--- src/rtl/slave_port.sv ---
// Serial-bus responder: deserialises device select, address and write data, strobes a local
// byte memory and returns read data serially. Optional read split behind `SLAVE_SPLIT_EN.
module slave_port #(
  parameter int unsigned           DEV_BITS     = 4,
  parameter logic [DEV_BITS-1:0]   DEV_ID       = '0,
  parameter int unsigned           ADDR_W       = 12,
  parameter int unsigned           TIMEOUT      = 64,
  parameter int unsigned           SPLIT_THRESH = 8
) (
  input  logic              clk,
  input  logic              rst,
  input  logic              mode,
  input  logic              wr_bus,
  output logic              rd_bus,
  output logic              ack,
  input  logic              master_valid,
  output logic              slave_ready,
  input  logic              master_ready,
  output logic              slave_valid,
  output logic              split,
  output logic [ADDR_W-1:0] s_addr,
  output logic [7:0]        s_wr_data,
  output logic              s_wr_en,
  output logic              s_rd_en,
  input  logic [7:0]        s_rd_data,
  input  logic              s_rd_valid
);

  // Shift register holds everything but the newest bit, which comes straight off wr_bus.
  localparam int unsigned SH_A   = (ADDR_W - 1 > 7) ? ADDR_W - 1 : 7;
  localparam int unsigned SH_W   = (SH_A > DEV_BITS) ? SH_A : DEV_BITS;
  localparam int unsigned TMR_MX = (TIMEOUT > SPLIT_THRESH) ? TIMEOUT : SPLIT_THRESH;
  localparam int unsigned TMR_W  = $clog2(TMR_MX + 1);

  typedef enum logic [3:0] {
    IDLE, DEV_SEL, DEC, ADDR, WR_DATA, WRITE, RD_REQ, RD_WAIT, RD_DATA, SPLIT
  } state_e;

  state_e              state_q, state_d;
  logic [3:0]          cnt_q, cnt_d;
  logic [TMR_W-1:0]    tmr_q, tmr_d;
  logic [SH_W-1:0]     sh_q, sh_d;
  logic [7:0]          rd_q, rd_d;
  logic [ADDR_W-1:0]   s_addr_q, s_addr_d;
  logic [7:0]          s_wr_data_q, s_wr_data_d;

  logic                bit_in;
  logic [SH_W:0]       sh_in;
  logic [3:0]          cnt_inc;

  assign slave_ready = state_q inside {IDLE, DEV_SEL, ADDR, WR_DATA};
  assign bit_in      = master_valid & slave_ready;
  assign sh_in       = {sh_q, wr_bus};
  assign cnt_inc     = cnt_q + 4'd1;
  assign rd_bus      = rd_q[7];
  assign s_addr      = s_addr_q;
  assign s_wr_data   = s_wr_data_q;

`ifdef SLAVE_SPLIT_EN
  assign split = (state_q == SPLIT) && !s_rd_valid;
`else
  assign split = 1'b0;
`endif

  always_comb begin
    // NOTE: every variable assigned in this block gets a default first so no latch is inferred.
    state_d     = state_q;
    cnt_d       = cnt_q;
    tmr_d       = tmr_q;
    sh_d        = sh_q;
    rd_d        = rd_q;
    s_addr_d    = s_addr_q;
    s_wr_data_d = s_wr_data_q;
    ack         = 1'b0;
    slave_valid = 1'b0;
    s_wr_en     = 1'b0;
    s_rd_en     = 1'b0;

    // Inbound phases abort when the master stalls too long between bits.
    if (state_q inside {DEV_SEL, ADDR, WR_DATA} && !bit_in) begin
      tmr_d = tmr_q + 1'b1;
      if (tmr_q == TMR_W'(TIMEOUT - 1)) state_d = IDLE;
    end

    unique case (state_q)
      IDLE: if (bit_in) begin
        sh_d    = sh_in[SH_W-1:0];
        state_d = (DEV_BITS == 1) ? DEC : DEV_SEL;
      end
      // cnt_q counts device bits beyond the first one taken in IDLE.
      DEV_SEL: if (bit_in) begin
        sh_d  = sh_in[SH_W-1:0];
        cnt_d = cnt_inc;
        tmr_d = '0;
        if (cnt_inc == 4'(DEV_BITS - 1)) state_d = DEC;
      end
      DEC: begin
        ack     = (sh_q[DEV_BITS-1:0] == DEV_ID);
        state_d = ack ? ADDR : IDLE;
      end
      ADDR: if (bit_in) begin
        sh_d  = sh_in[SH_W-1:0];
        cnt_d = cnt_inc;
        tmr_d = '0;
        if (cnt_inc == 4'(ADDR_W)) begin
          s_addr_d = sh_in[ADDR_W-1:0];
          state_d  = mode ? WR_DATA : RD_REQ;
        end
      end
      WR_DATA: if (bit_in) begin
        sh_d  = sh_in[SH_W-1:0];
        cnt_d = cnt_inc;
        tmr_d = '0;
        if (cnt_inc == 4'd8) begin
          s_wr_data_d = sh_in[7:0];
          state_d     = WRITE;
        end
      end
      WRITE: begin
        s_wr_en = 1'b1;
        state_d = IDLE;
      end
      RD_REQ: begin
        s_rd_en = 1'b1;
        state_d = RD_WAIT;
      end
      RD_WAIT: begin
        if (s_rd_valid) begin
          rd_d    = s_rd_data;
          state_d = RD_DATA;
        end
`ifdef SLAVE_SPLIT_EN
        else begin
          tmr_d = tmr_q + 1'b1;
          if (tmr_q == TMR_W'(SPLIT_THRESH - 1)) state_d = SPLIT;
        end
`endif
      end
      SPLIT: if (s_rd_valid) begin
        rd_d    = s_rd_data;
        state_d = RD_DATA;
      end
      RD_DATA: begin
        slave_valid = 1'b1;
        if (master_ready) begin
          rd_d  = {rd_q[6:0], 1'b0};
          cnt_d = cnt_inc;
          if (cnt_inc == 4'd8) state_d = IDLE;
        end
      end
      default: state_d = IDLE;
    endcase

    if (state_d != state_q) begin
      cnt_d = '0;
      tmr_d = '0;
    end
  end

  // NOTE: sequential state uses non-blocking assignments so all registers update together.
  always_ff @(posedge clk or posedge rst) begin
    if (rst) begin
      state_q     <= IDLE;
      cnt_q       <= '0;
      tmr_q       <= '0;
      sh_q        <= '0;
      rd_q        <= '0;
      s_addr_q    <= '0;
      s_wr_data_q <= '0;
    end else begin
      state_q     <= state_d;
      cnt_q       <= cnt_d;
      tmr_q       <= tmr_d;
      sh_q        <= sh_d;
      rd_q        <= rd_d;
      s_addr_q    <= s_addr_d;
      s_wr_data_q <= s_wr_data_d;
    end
  end

endmodule

--- config.mk ---
export PLATFORM = sky130hd
export DESIGN_NAME = slave_port
export DESIGN_NICKNAME = d
export VERILOG_FILES = /design/src/rtl/slave_port.sv
export SDC_FILE = /design/constraint.sdc
export NUM_CORES = 1
export LEC_CHECK = 0
export BUFFER_PORTS_ARGS = -buffer_cell sky130_fd_sc_hd__buf_4
export CAP_MARGIN = 20
export CORE_ASPECT_RATIO = 2
export CORE_UTILIZATION = 55
export CTS_CLUSTER_DIAMETER = 100
export DETAILED_ROUTE_END_ITERATION = 16
export PLACE_DENSITY = 0.83
export SYNTH_ARGS = -nofsm -noshare
export SYNTH_HDL_FRONTEND = slang
export SYNTH_SLANG_ARGS = --single-unit
--- constraint.sdc ---
create_clock -name clk -period 2.25 [get_ports clk]
set_input_delay 0.45 -clock clk [delete_from_list [all_inputs] [get_ports clk]]
set_output_delay 0.45 -clock clk [all_outputs]
set_load 0.005 [all_outputs]
==> results.cfg, run 1 <==
[synth]
syn_area_sq_um = 2890
synthTopCellsByArea = dfrtp_1 47%, mux2_2 12%, nor3_2 3.5%
syn_nets = 282
ys_seq_area_frac = 0.468
synth_cell_types = 57
synthCells = 264
ys.flop_type = dfrtp_1
yosysWarnings = 0
synth_top_area_share = 0.468
async_flop_share = 1.00
synth_seq_cells = 54
synth_area_per_cell_sq_um = 10.9
synth_area_leader_cell = dfrtp_1
synth_edf_count = 0

[setup_path]
arrival_ns = 2.46
worstSetupEndpointType = flip-flop
crit_required_ns = 2.48
crit_slowest_cell = or3_4
crit_buf_inv = 0
slowest_delay_ns = 0.45
critPathLaunch = cnt_q[1]
start_kind = flip-flop
cp_top_family = simple AND/OR/NAND/NOR gates
crit_type = flip-flop to flip-flop
crit_fanout = 6
path_cells = ha_4, and4b_2, nor3b_1, a211oi_1, and4_1, or3_4, nor3_2
rr_startpoint = cnt_q[1]

[cells_and_area]
drive_above_1_share = 0.425
final_cell_mix = 60 x buf_4, 50 x dfrtp_1, 31 x mux2_2
area_delta_synth_final_pct = 22.0
fin_area_sq_um = 3520
antenna_cells = 0
final_common_cell = buf_4
stdcell_count = 376
fin_nets = 336
fillers = 389

[detailed_routing]
finalWirelength_um = 6880
via_count = 2344
ant_nets = 0
routedWlPerCell_um = 18.3
drt_iter0_markers = 101
vias_per_cell = 6.23
first_pass_iters = 4
route.detailed.drc = 0

[pwr]
p_per_area_nw_per_um2 = 797
swShare = 0.335
report.power.total_mw = 2.81
seqPwrFrac = 0.455
p_switching_mw = 0.939
pwr-share-comb = 0.309
power_leakage_nw = 1.65
clkPwrFrac = 0.236
internal-power_mw = 1.87
ir_drop_v = 0.000766

[floorplan]
die_width_um = 53.3
row_count = 37
die_h_um = 104
die-area_sq_um = 5560
core_area_sq_um = 5090
initial_utilization = 0.567
ios = 42

[sta]
fin_tns_setup_ns = 0
worst_pin_slew_ns = 0.663
setup_violations = 0
fin_crit_sh = 0.990
timing.final.max_slew_violations = 0
final-hold-violation-count = 0
fmax_mhz = 449
skew_ns = 0.00578
worst_hold_slack_ns = 0.306
maxSlewHeadroom = 0.558
fin_crit_ns = 2.23

[place]
portBuffers = 40
routabilityCongestion = 0.900
detailed_place.area_sq_um = 3320
dp_cells = 364
dp_hpwl_um = 4920

[global_route]
grt_pass1_vias = 2428
track_usage = 0.274
grt_max_degree = 55
grt_antenna_before_repair = 0
grt_pass1_wl_um = 11000
overflow = 0

[cts]
cts-htree-levels = 2
clock_latency_ns = 0.31
numCtsBuffers = 5
root_buffer = clkbuf_8
cts.sinks = 54
holdBufCountCts = 0
cts_tree = built
cts.reportedPaths.clkPinSlew_ns = 0.09
clockBufferDepth = 2

[worst_hold_path]
hold_path_class = input pin to async pin

[flow_run]
maxCapViolCount = 0

[outcome]
status = finished clean
[routing by layer]
metal,vias up,GRT usage,part of all wire
met3,37,0.0585,0.038
met2,88,0.458,0.56
met5,-,0,0
met4,0,0.180,0.063
met1,1157,0.289,0.34
li1,1062,-,-
[synth_stat cells, drive strengths merged, types with 2 or more instances]
library cell	n
a211oi	2
nand2b	5
o22ai	2
mux2	31
nand2	15
inv	9
a21boi	2
or3	2
a21oi	19
and4	2
a31oi	3
o41ai	2
dfrtp	54
o31ai	2
nand3	3
nor2	22
xnor2	3
ha	3
o21ai	3
nor3	20
buf	10
and3	2
o2bb2ai	2
nor2b	2
nand4	3
clkbuf	5
nor4b	2
a2bb2oi	3
nor3b	6
mux2i	8
[tightest hold or removal path: stages]
cell   delay [ns]
buf_4        0.11
inv_2        0.03
buf_4        0.52
[path summary, 6_finish.rpt]
| kind | end | slack (ns) | depth (start not counted) |
|---|---|---|---|
| min | rd_q[3] | 0.31 | 3 |
| min reg2reg | s_addr[6] | 0.51 | 1 |
| max | cnt_q[1] | 0.02 | 7 |
| min in group clk | rd_q[0] | 0.36 | 3 |
| max in group asynchronous | state_q[1] | 1.46 | 3 |
| max reg2reg | cnt_q[1] | 0.02 | 7 |
[stage by stage]
stage / worst slack, ns / utilization
detailed placement: 0.0364 / 0.653
CTS: 0.0100 / 0.675
global route: -0.0647 / 0.692
global placement: 0.100 / 0.653
floorplan: 0.174 / -
finish: 0.0225 / 0.692
[cell type report]
class / count / area [sq um] / share of cell area
multi-input cells: 187 / 1480 / 0.420
flip-flops and latches: 54 / 1360 / 0.385
repair buffers: 61 / 470 / 0.133
clock buffers: 6 / 82.6 / 0.0234
well taps: 58 / 72.6 / 0.0206
inverters: 9 / 33.8 / 0.00958
clock inverters: 1 / 30.0 / 0.00852
[power groups by stage]
stage / Sequential (mW) / Clock, mW / Combinational [mW]
floorplan: 1.22 / 0 / 0.636
global placement: 1.27 / 0 / 0.766
detailed placement: 1.28 / 0 / 0.796
CTS: 1.26 / 0.676 / 0.801
global route: 1.30 / 0.710 / 0.939
finish: 1.28 / 0.661 / 0.868
[flip-flops by register name, indices dropped and copies added, names as in the netlist]
register   count
tmr_q          7
s_addr        12
cnt_q          4
state_q        4
rd_q           8
sh_q          11
s_wr_data      8
[logic make-up (layout without fill, tap and decap cells)]
family	Yosys count	count (layout)	synth area share
buffers and inverters	24	77	0.0424
AO/OA/AOI/OAI	49	49	0.115
multiplexers	39	39	0.149
other	1	1	0.00130
adder cells (fa/ha/maj)	3	3	0.0130
AND/OR/NAND/NOR	91	92	0.203
XOR/XNOR	3	3	0.00910
flip-flops	54	54	0.468
[what timing repair did]
action / CTS / global route
endpoints found under the setup margin: 0 / 11
resized for setup: 0 / 13
setup buffers: 0 / 4
No activity file was read; power rests on OpenSTA's default activity.
==> run 2: changes to the inputs <==
- RECOVER_POWER: unset -> 100
==> run 2 against run 1 <==
Compared with the run above:
- the flow now finishes with violations (negative setup slack)
- critical endpoint is now cnt_q[3]
- non-clock buffer count stayed put
- largest power group unchanged
- sequential power hardly changed
- first-iteration DRC count is 20% lower
- final area is 1.4% lower
- largest cell class unchanged
- highest routed layer unchanged
- routed wire length is 0.47% lower
- utilization is 0.96 points lower
- combinational power is 2.6% lower
- flip-flop and latch count stayed put
- die area stayed put
==> results.cfg, run 2 (synthesis gave the netlist of run 1 again) <==
[setup_path]
crit_type = flip-flop to flip-flop
arrival_ns = 2.49
crit_slowest_cell = or3_4
crit_fanout = 6
crit_required_ns = 2.47
start_kind = flip-flop
worstSetupEndpointType = flip-flop
slowest_delay_ns = 0.44
path_cells = ha_4, and4b_2, nor3b_1, a211oi_1, and4_1, or3_4, nor3_1

[global_route]
grt_pass1_vias = 2428
grt_pass1_wl_um = 11000
grt_antenna_before_repair = 0
grt_max_degree = 55
track_usage = 0.274
overflow = 0

[floorplan]
die_h_um = 104
initial_utilization = 0.567
ios = 42
row_count = 37
die-area_sq_um = 5560
die_width_um = 53.3
core_area_sq_um = 5090

[detailed_routing]
vias_per_cell = 6.24
ant_nets = 0
first_pass_iters = 4
route.detailed.drc = 0
routedWlPerCell_um = 18.2
drt_iter0_markers = 81
finalWirelength_um = 6850
via_count = 2348

[cts]
cts.reportedPaths.clkPinSlew_ns = 0.09
cts.sinks = 54
cts_tree = built
numCtsBuffers = 5
clockBufferDepth = 2
holdBufCountCts = 0
clock_latency_ns = 0.31
root_buffer = clkbuf_8
cts-htree-levels = 2

[cells_and_area]
area_delta_synth_final_pct = 20.3
fin_area_sq_um = 3480
seqCellArea_sq_um = 1360
largest_reg_flops = 12
drive_above_1_share = 0.393
fin_nets = 336
multi_input_area_sq_um = 1450
fin_util = 0.683
final_cell_mix = 50 x dfrtp_1, 31 x mux2_2, 26 x buf_4, 26 x clkbuf_4, 22 x nor2_1
fillers = 394
final_common_cell = dfrtp_1
antenna_cells = 0

[sta]
worst_hold_slack_ns = 0.360
worst_pin_slew_ns = 1.28
fin_tns_setup_ns = -0.0117
maxSlewHeadroom = 0.149
fin_crit_ns = 2.26
setup_violations = 1
timing.final.max_slew_violations = 0
skew_ns = 0.00604
fin_crit_sh = 1.01
final-hold-violation-count = 0
fmax_mhz = 442
setup_slack_ns = -0.0117

[place]
detailed_place.area_sq_um = 3320
routabilityCongestion = 0.900
dp_hpwl_um = 4920
portBuffers = 40

[flow_run]
maxCapViolCount = 0

[pwr]
report.power.total_mw = 2.78
pwr-share-comb = 0.303
ir_drop_v = 0.000764
swShare = 0.331
seqPwrFrac = 0.459
p_per_area_nw_per_um2 = 801
internal-power_mw = 1.86
p_switching_mw = 0.921
clkPwrFrac = 0.237
power_leakage_nw = 1.60

[worst_hold_path]
hold_path_class = input pin to flip-flop

[outcome]
failed_checks = negative setup slack
status = complete, but fails checks
==> run 2: worst paths after layout <==
path	from	cells after the start	endpoint	slack [ns]
worst max-delay path	cnt_q[1]	7	cnt_q[3]	-0.01
worst min-delay path	s_rd_data[0]	3	rd_q[0]	0.36
max in group asynchronous	rst	3	state_q[1]	0.83
worst min register to register	s_addr[6]	1	s_addr[6]	0.51
min in group asynchronous	rst	3	rd_q[3]	0.56
worst max register to register	cnt_q[1]	7	cnt_q[3]	-0.01
==> run 2: area by class of cell <==
class                   instances  share of cell area
clock buffers                   6              0.0238
clock inverters                 1             0.00864
inverters                       9             0.00972
multi-input cells             187               0.418
flip-flops and latches         54               0.390
well taps                      58              0.0209
repair buffers                 61               0.129
==> run 2: critical path: cells and delay by family (launching register included) <==
kind	cells	cell delay, ns
fa+ha+maj	1	0.17
simple gates	5	1.46
compound gates	1	0.10
flops	1	0.43
==> run 2: repair_timing <==
| item | CTS | global route |
|---|---|---|
| resized for setup | 0 | 13 |
| hold endpoints to repair | 0 | 0 |
| endpoints found under the setup margin | 0 | 11 |
| buffers inserted | 0 | 4 |
==> run 2: metrics by stage <==
| stage | std cells | setup slack, ns |
|---|---|---|
| floorplan | 264 | 0.174 |
| global placement | 364 | 0.100 |
| detailed placement | 364 | 0.0364 |
| CTS | 371 | 0.0100 |
| global route | 376 | -0.0556 |
| finish | 376 | -0.0117 |
==> run 2: metal layers <==
metal	global-route usage	share of wire
met5	0	0
met2	0.458	0.55
met1	0.289	0.34
met4	0.180	0.070
met3	0.0585	0.038
==> run 2: power by group through the flow <==
stage	logic, mW	clock network [mW]	registers (mW)
final	0.845	0.661	1.28
after global routing	0.916	0.710	1.30
after CTS	0.801	0.676	1.26
after detailed placement	0.796	0	1.28
after global placement	0.766	0	1.27
after floorplan	0.636	0	1.22
